--- config.mk ---
export PLATFORM = sky130hd
export DESIGN_NAME = write_back_unit
export DESIGN_NICKNAME = d
export VERILOG_FILES = /design/src/rtl/wb_pkg.sv /design/src/rtl/load_extract.sv /design/src/rtl/write_back_unit.sv
export SDC_FILE = /design/constraint.sdc
export NUM_CORES = 1
export LEC_CHECK = 0
export BUFFER_PORTS_ARGS = -buffer_cell sky130_fd_sc_hd__buf_2
export CAP_MARGIN = 20
export CORE_AREA = 2 2 169 171
export CTS_BUF_LIST = sky130_fd_sc_hd__clkbuf_4 sky130_fd_sc_hd__clkbuf_8
export CTS_CLUSTER_SIZE = 16
export DETAILED_ROUTE_END_ITERATION = 6
export DIE_AREA = 0 0 171 173
export PLACE_DENSITY_LB_ADDON = 0.25
export SKIP_LAST_GASP = 1
export SYNTH_ARGS = -nofsm -noshare
export SYNTH_HDL_FRONTEND = slang
export SYNTH_SLANG_ARGS = --single-unit
--- constraint.sdc ---
create_clock -name clk -period 3.4 [get_ports clk]
set_input_delay 0.34 -clock clk [delete_from_list [all_inputs] [get_ports clk]]
set_output_delay 0.34 -clock clk [all_outputs]
set_load 0.1 [all_outputs]
--- src/rtl/wb_pkg.sv ---
// Shared definitions for the write-back stage: opcode_info layout, load funct3 codes, FSM states.
// Latency: n/a (definitions only).
// Backpressure: n/a.
package wb_pkg;

    // opcode_info field positions; bits [11:6] are reserved and must be zero
    localparam int OPC_RD_WEN  = 0;
    localparam int OPC_IS_LOAD = 1;
    localparam int OPC_IS_LINK = 2;
    localparam int OPC_F3_LSB  = 3;
    localparam int OPC_F3_W    = 3;

    // load funct3 encodings
    localparam logic [2:0] F3_LB  = 3'b000;
    localparam logic [2:0] F3_LH  = 3'b001;
    localparam logic [2:0] F3_LW  = 3'b010;
    localparam logic [2:0] F3_LD  = 3'b011;
    localparam logic [2:0] F3_LBU = 3'b100;
    localparam logic [2:0] F3_LHU = 3'b101;
    localparam logic [2:0] F3_LWU = 3'b110;

    typedef enum logic {
        S_RUN      = 1'b0,
        S_WAIT_MEM = 1'b1
    } wb_state_e;

    // width of the in-word byte offset for a given datapath width
    function automatic int addr_lo_width(input int xlen);
        return $clog2(xlen / 8);
    endfunction

endpackage

--- src/rtl/load_extract.sv ---
// Selects the addressed byte/half/word/dword from an aligned read word and sign/zero-extends it.
// Latency: purely combinational.
// Backpressure: none; the caller decides when the result is used.
module load_extract
    import wb_pkg::*;
#(
    parameter int XLEN = 64,
    parameter int AW   = addr_lo_width(XLEN)
) (
    input  logic [XLEN-1:0] memdata,
    input  logic [AW-1:0]   addr_lo,
    input  logic [2:0]      funct3,
    output logic [XLEN-1:0] load_data
);

    // Misaligned halves/words fall back to the containing lane, so the low
    // offset bits are simply masked off before the shift.
    localparam logic [AW-1:0] HALF_MASK = ~AW'(1);
    localparam logic [AW-1:0] WORD_MASK = ~AW'(3);

    logic [AW+2:0]   byte_sh;
    logic [AW+2:0]   half_sh;
    logic [AW+2:0]   word_sh;
    logic [XLEN-1:0] byte_w;
    logic [XLEN-1:0] half_w;
    logic [XLEN-1:0] word_w;
    logic [7:0]      b_v;
    logic [15:0]     h_v;
    logic [31:0]     w_v;

    // lane selection and extension
    always_comb begin
        byte_sh = {addr_lo, 3'b000};
        half_sh = {addr_lo & HALF_MASK, 3'b000};
        word_sh = {addr_lo & WORD_MASK, 3'b000};
        byte_w  = memdata >> byte_sh;
        half_w  = memdata >> half_sh;
        word_w  = memdata >> word_sh;
        b_v     = byte_w[7:0];
        h_v     = half_w[15:0];
        w_v     = word_w[31:0];
        load_data = '0;
        case (funct3)
            F3_LB:   load_data = XLEN'($signed(b_v));
            F3_LH:   load_data = XLEN'($signed(h_v));
            F3_LW:   load_data = XLEN'($signed(w_v));
            // with a 32-bit datapath the full word is the 32-bit lane itself
            F3_LD:   load_data = memdata;
            F3_LBU:  load_data = XLEN'(b_v);
            F3_LHU:  load_data = XLEN'(h_v);
            F3_LWU:  load_data = XLEN'(w_v);
            default: load_data = '0;
        endcase
    end

endmodule

--- src/rtl/write_back_unit.sv ---
// Write-back stage: picks ALU / PC+4 / extracted load data, writes the regfile, pulses retire, counts instret.
// Latency: 1 cycle from accept (or from late memdata_valid) to the retire pulse.
// Backpressure: ready is low only while a load waits for its D-cache data.
module write_back_unit
    import wb_pkg::*;
#(
    parameter int XLEN   = 64,
    parameter int REG_AW = 5,
    parameter int OPC_W  = 12,
    parameter int CNT_W  = 64
) (
    input  logic              clk,
    input  logic              rst_n,
    input  logic              regW_i_valid,
    output logic              write_back_o_ready,
    input  logic [OPC_W-1:0]  regW_i_opcode_info,
    input  logic [REG_AW-1:0] regW_i_rd,
    input  logic [XLEN-1:0]   regW_i_pc,
    input  logic [XLEN-1:0]   regW_i_alu_result,
    input  logic [XLEN-1:0]   regW_i_memdata,
    input  logic              regW_i_memdata_valid,
    output logic [REG_AW-1:0] write_back_o_rd,
    output logic [XLEN-1:0]   write_back_o_data,
    output logic              write_back_o_reg_wen,
    output logic              write_back_o_retire,
    output logic [XLEN-1:0]   write_back_o_retire_pc,
    output logic [CNT_W-1:0]  write_back_o_instret
);

    localparam int AW = addr_lo_width(XLEN);

    wb_state_e         state_q, state_d;
    logic [REG_AW-1:0] rd_q, rd_d;
    logic [XLEN-1:0]   data_q, data_d;
    logic [XLEN-1:0]   retire_pc_q, retire_pc_d;
    logic              wen_q, wen_d;
    logic              retire_q, retire_d;
    logic [CNT_W-1:0]  instret_q, instret_d;

    // context of a load waiting for its data
    logic [REG_AW-1:0] pend_rd_q, pend_rd_d;
    logic [XLEN-1:0]   pend_pc_q, pend_pc_d;
    logic [2:0]        pend_f3_q, pend_f3_d;
    logic [AW-1:0]     pend_addr_q, pend_addr_d;
    logic              pend_wen_q, pend_wen_d;

    logic              accept;
    logic              in_rd_wen;
    logic              in_is_load;
    logic              in_is_link;
    logic [2:0]        in_f3;
    logic [AW-1:0]     in_addr;
    logic              in_wen;
    logic [2:0]        ext_f3;
    logic [AW-1:0]     ext_addr;
    logic [XLEN-1:0]   ext_data;
    logic              unused_opc_bits;

    assign in_rd_wen  = regW_i_opcode_info[OPC_RD_WEN];
    assign in_is_load = regW_i_opcode_info[OPC_IS_LOAD];
    assign in_is_link = regW_i_opcode_info[OPC_IS_LINK];
    assign in_f3      = regW_i_opcode_info[OPC_F3_LSB +: OPC_F3_W];
    assign in_addr    = regW_i_alu_result[AW-1:0];
    assign in_wen     = in_rd_wen && (regW_i_rd != '0);
    assign unused_opc_bits = ^regW_i_opcode_info[OPC_W-1:OPC_F3_LSB+OPC_F3_W];

    assign write_back_o_ready = (state_q == S_RUN);
    assign accept             = regW_i_valid && write_back_o_ready;

    // while waiting, the extractor works on the latched lane/type, otherwise on the live inputs
    assign ext_f3   = (state_q == S_WAIT_MEM) ? pend_f3_q   : in_f3;
    assign ext_addr = (state_q == S_WAIT_MEM) ? pend_addr_q : in_addr;

    load_extract #(
        .XLEN (XLEN),
        .AW   (AW)
    ) u_load_extract (
        .memdata   (regW_i_memdata),
        .addr_lo   (ext_addr),
        .funct3    (ext_f3),
        .load_data (ext_data)
    );

    // next-state, result selection and retire generation
    always_comb begin
        state_d     = state_q;
        rd_d        = rd_q;
        data_d      = data_q;
        retire_pc_d = retire_pc_q;
        wen_d       = 1'b0;
        retire_d    = 1'b0;
        pend_rd_d   = pend_rd_q;
        pend_pc_d   = pend_pc_q;
        pend_f3_d   = pend_f3_q;
        pend_addr_d = pend_addr_q;
        pend_wen_d  = pend_wen_q;

        case (state_q)
            S_RUN: begin
                if (accept) begin
                    if (in_is_load && !regW_i_memdata_valid) begin
                        state_d     = S_WAIT_MEM;
                        pend_rd_d   = regW_i_rd;
                        pend_pc_d   = regW_i_pc;
                        pend_f3_d   = in_f3;
                        pend_addr_d = in_addr;
                        pend_wen_d  = in_wen;
                    end else begin
                        retire_d    = 1'b1;
                        wen_d       = in_wen;
                        rd_d        = regW_i_rd;
                        retire_pc_d = regW_i_pc;
                        if (in_is_load) begin
                            data_d = ext_data;
                        end else if (in_is_link) begin
                            data_d = regW_i_pc + XLEN'(4);
                        end else begin
                            data_d = regW_i_alu_result;
                        end
                    end
                end
            end
            S_WAIT_MEM: begin
                if (regW_i_memdata_valid) begin
                    state_d     = S_RUN;
                    retire_d    = 1'b1;
                    wen_d       = pend_wen_q;
                    rd_d        = pend_rd_q;
                    retire_pc_d = pend_pc_q;
                    data_d      = ext_data;
                end
            end
            default: state_d = S_RUN;
        endcase

        // counts on the same edge that raises retire; wraps naturally
        instret_d = instret_q + CNT_W'(retire_d);
    end

    // state and output registers; reset drops any pending load
    always_ff @(posedge clk or negedge rst_n) begin
        if (!rst_n) begin
            state_q     <= S_RUN;
            rd_q        <= '0;
            data_q      <= '0;
            retire_pc_q <= '0;
            wen_q       <= 1'b0;
            retire_q    <= 1'b0;
            instret_q   <= '0;
            pend_rd_q   <= '0;
            pend_pc_q   <= '0;
            pend_f3_q   <= '0;
            pend_addr_q <= '0;
            pend_wen_q  <= 1'b0;
        end else begin
            state_q     <= state_d;
            rd_q        <= rd_d;
            data_q      <= data_d;
            retire_pc_q <= retire_pc_d;
            wen_q       <= wen_d;
            retire_q    <= retire_d;
            instret_q   <= instret_d;
            pend_rd_q   <= pend_rd_d;
            pend_pc_q   <= pend_pc_d;
            pend_f3_q   <= pend_f3_d;
            pend_addr_q <= pend_addr_d;
            pend_wen_q  <= pend_wen_d;
        end
    end

    assign write_back_o_rd        = rd_q;
    assign write_back_o_data      = data_q;
    assign write_back_o_reg_wen   = wen_q;
    assign write_back_o_retire    = retire_q;
    assign write_back_o_retire_pc = retire_pc_q;
    assign write_back_o_instret   = instret_q;

endmodule

==> results.json <==
{
  "status": "finished, final reports clean",
  "max_freq_ghz": 0.319,
  "drc": 0,
  "grt_pass1_wl_um": 78400,
  "worst_slew_pin_slew_ns": 0.981,
  "path_cells": "buf_4 > o22ai_4 > clkinv_1 > ha_1 > ha_1 > and3_1 > nand2_1 > nor4_2 > nor2b_2 > nand4_1 > xnor2_1",
  "dp_cells": 2219,
  "path_clk_slew_ns": 0.07,
  "pwr-share-comb": 0.408,
  "final-setup-viol-count": 0,
  "clock_sinks": 276,
  "die_x_um": 171,
  "p_clk_frac": 0.254,
  "crit_path_max_incr_delay_ns": 0.40,
  "drt_iter0_drc": 1092,
  "critPathMostFrequentCell": "ha_1",
  "die-area_um2": 29600,
  "clk_path_buf_depth": 3,
  "crit_required_ns": 3.84,
  "numCtsBuffers": 47,
  "crit_slowest_cell": "dfrtp_4",
  "layout.cells.non_filler": 2318,
  "ys_ff_latch": 276,
  "yosys.area.top_type": "dfrtp_1",
  "grt_max_degree": 103,
  "ir_worst_vdd_uv": 1010,
  "skew_ns": 0.0173,
  "layout-drive-gt1-share": 0.340,
  "fin_setup_tns_ns": 0,
  "grt-ovfl-total": 0,
  "synth-edff-count": 0,
  "ant_nets": 0,
  "grt_pass1_vias": 13900,
  "wl_per_cell_um": 22.1,
  "rsz0062_at_grt": "no",
  "cts_tree": "done",
  "clk_latency_ns": 0.57,
  "root_buffer": "clkbuf_8",
  "antenna_found_initial": 18,
  "area_growth_pct": 23.2,
  "crit_fanout": 34,
  "path_buf_inv": 2,
  "globalRouteTotalUtil": 0.343,
  "period_needed_ns": 3.13,
  "p_leak_nw": 8.62,
  "seq_area_frac_synth": 0.460,
  "maxSlewViolCount": 0,
  "p_sw_frac": 0.463,
  "synth_compound_area_frac": 0.149,
  "nNetsFinal": 2108,
  "period_share": 0.922,
  "critical-path-top-delay-family": "simple AND/OR/NAND/NOR gates",
  "async_flop_share": 1.00,
  "core-area_um2": 27600,
  "switchingPower_mw": 5.82,
  "mappedNetlistArea_um2": 15000,
  "dp_hpwl_um": 38600,
  "drt-vias-per-instance": 5.96,
  "place_congestion": 0.976,
  "whs_ns": 0.0196,
  "yosys-top-cells-area": "dfrtp_1 (46%), mux2_2 (5.7%), mux2i_1 (5.0%), nand2_1 (4.5%), xnor2_1 (4.4%)",
  "worstPathArrival_ns": 3.58,
  "synth.mux.area_fraction": 0.129,
  "synthSimpleGateAreaFrac": 0.154,
  "maxCapViolCount": 0,
  "cts_max_level": 2,
  "vias": 13800,
  "synthFlopType": "dfrtp_1",
  "crit_type": "flip-flop to flip-flop",
  "intPower_mw": 6.74,
  "die_y_um": 173,
  "yosysUniqueCellTypes": 77,
  "pwr-share-seq": 0.338,
  "synth_top_area_share": 0.460,
  "slew_headroom": 0.344,
  "synth-xor-area-share": 0.0682,
  "ios": 413,
  "initial_core_util": 0.543,
  "wirelength_um": 51200,
  "rows": 61,
  "end_kind": "flip-flop",
  "synth-warning-count": 0,
  "synth_nets": 1712,
  "hold_class": "primary input to flip-flop",
  "syn_inst": 1496,
  "drt_first_pass_iters": 6,
  "synth_top_family_by_area": "simple AND/OR/NAND/NOR gates",
  "avgSynthCellArea_um2": 10.0,
  "start_kind": "flip-flop",
  "p_per_area_nw_per_um2": 679,
  "port_buffers": 406,
  "synth_fa_ha_area_frac": 0.00250,
  "hold_viol_final": 0
}
## registers in the layout, summed over array words and instances, names as in the netlist, 3 cells and up
signal and cells:
pend_addr_q 3, pend_pc_q 64, write_back_o_rd 5, write_back_o_instret 64, pend_rd_q 5, pend_f3_q 3
write_back_o_data 64, write_back_o_retire_pc 64
## what timing repair did
item / CTS / global route
endpoints found under the hold margin: 98 / 0
hold buffers: 2 / 0
setup endpoints to repair: 0 / 6
gates resized for setup: 0 / 1
buffers inserted: 0 / 0
## power groups by stage
| stage | combinational [mW] | clock, mW | sequential [mW] |
|---|---|---|---|
| 2_1_floorplan | 1.18 | 0 | 7.05 |
| 3_3_place_gp | 5.05 | 0 | 4.26 |
| 3_5_place_dp | 5.10 | 0 | 4.29 |
| 4_1_cts | 5.11 | 3.24 | 4.24 |
| 5_1_grt | 5.33 | 3.38 | 4.32 |
| 6_report | 5.12 | 3.19 | 4.25 |
## layout by cell type (no fill, tap or decap), drive strengths merged, types with 16 or more instances in the layout
cell type and instances:
buf 441, dfrtp 276, nand2 181, o21ai 116
a21oi 97, nor2 81, mux2 76, mux2i 76
xnor2 75, clkbuf 74, nand3 53, xor2 42
nand4 37, inv 27, nor3 26, a211o 19
a22oi 18, and3 18, a221oi 17, nor4 16
## synth_stat cells, drive strengths merged, types with 12 or more instances
library cell and instances:
dfrtp 276, nand2 181, o21ai 116, a21oi 97, nor2 81, mux2 76, mux2i 76, xnor2 75
clkbuf 56, nand3 53, xor2 42, buf 40, nand4 37, inv 26, nor3 26, a211o 19
a22oi 18, and3 18, a221oi 17, nor4 16, a22o 15, o211ai 15, mux4 14, a221o 12
## tightest hold or removal path: stages
cell	delay [ns]
buf_2	0.08
nand3_1	0.06
nand4_1	0.08
## stage by stage
stage | util | cell area [µm²] | power, mW | setup slack (ns)
2_1_floorplan | - | 15000 | 8.23 | 0.208
3_3_place_gp | 0.631 | 17400 | 9.30 | 0.301
3_5_place_dp | 0.631 | 17400 | 9.39 | 0.227
4_1_cts | 0.668 | 18500 | 12.6 | 0.198
5_1_grt | 0.669 | 18500 | 13.0 | 0.0447
6_report | 0.670 | 18500 | 12.6 | 0.266
## layout make-up
| cell class | instances | area [µm²] |
|---|---|---|
| clock buffers | 74 | 931 |
| multi-input cells | 1097 | 7600 |
| clock inverters | 8 | 87.6 |
| fillers | 2306 | 9130 |
| repair buffers | 443 | 2360 |
| well taps | 378 | 473 |
| diodes | 15 | 37.5 |
| flip-flops and latches | 276 | 6910 |
| inverters | 27 | 101 |
## final timing paths
kind | startpoint | endpoint | slack (ns) | cells past startpoint
max in group asynchronous | rst_n | pend_pc_q[35] | 2.01 | 3
min reg2reg | write_back_o_instret[63] | write_back_o_instret[63] | 0.47 | 1
min in group asynchronous | rst_n | write_back_o_retire_pc[54] | 0.41 | 2
max reg2reg | state_q | write_back_o_instret[38] | 0.27 | 11
max | state_q | write_back_o_instret[38] | 0.27 | 11
min | regW_i_alu_result[25] | write_back_o_data[25] | 0.02 | 3
## routing by layer
layer,global-route usage,up-vias,routed length (µm)
li1,-,6233,-
met1,0.439,6705,20300
met2,0.544,701,23600
met3,0.0785,155,4550
met4,0.173,12,2660
met5,0,-,69
## cell families after synthesis
group | after synthesis
multiplexers | 166
AND/OR/NAND/NOR | 463
adder cells (fa/ha/maj) | 3
buffers and inverters | 123
flip-flops | 276
AO/OA/AOI/OAI | 348
XOR/XNOR | 117
Power figures use the tool's default switching activity.
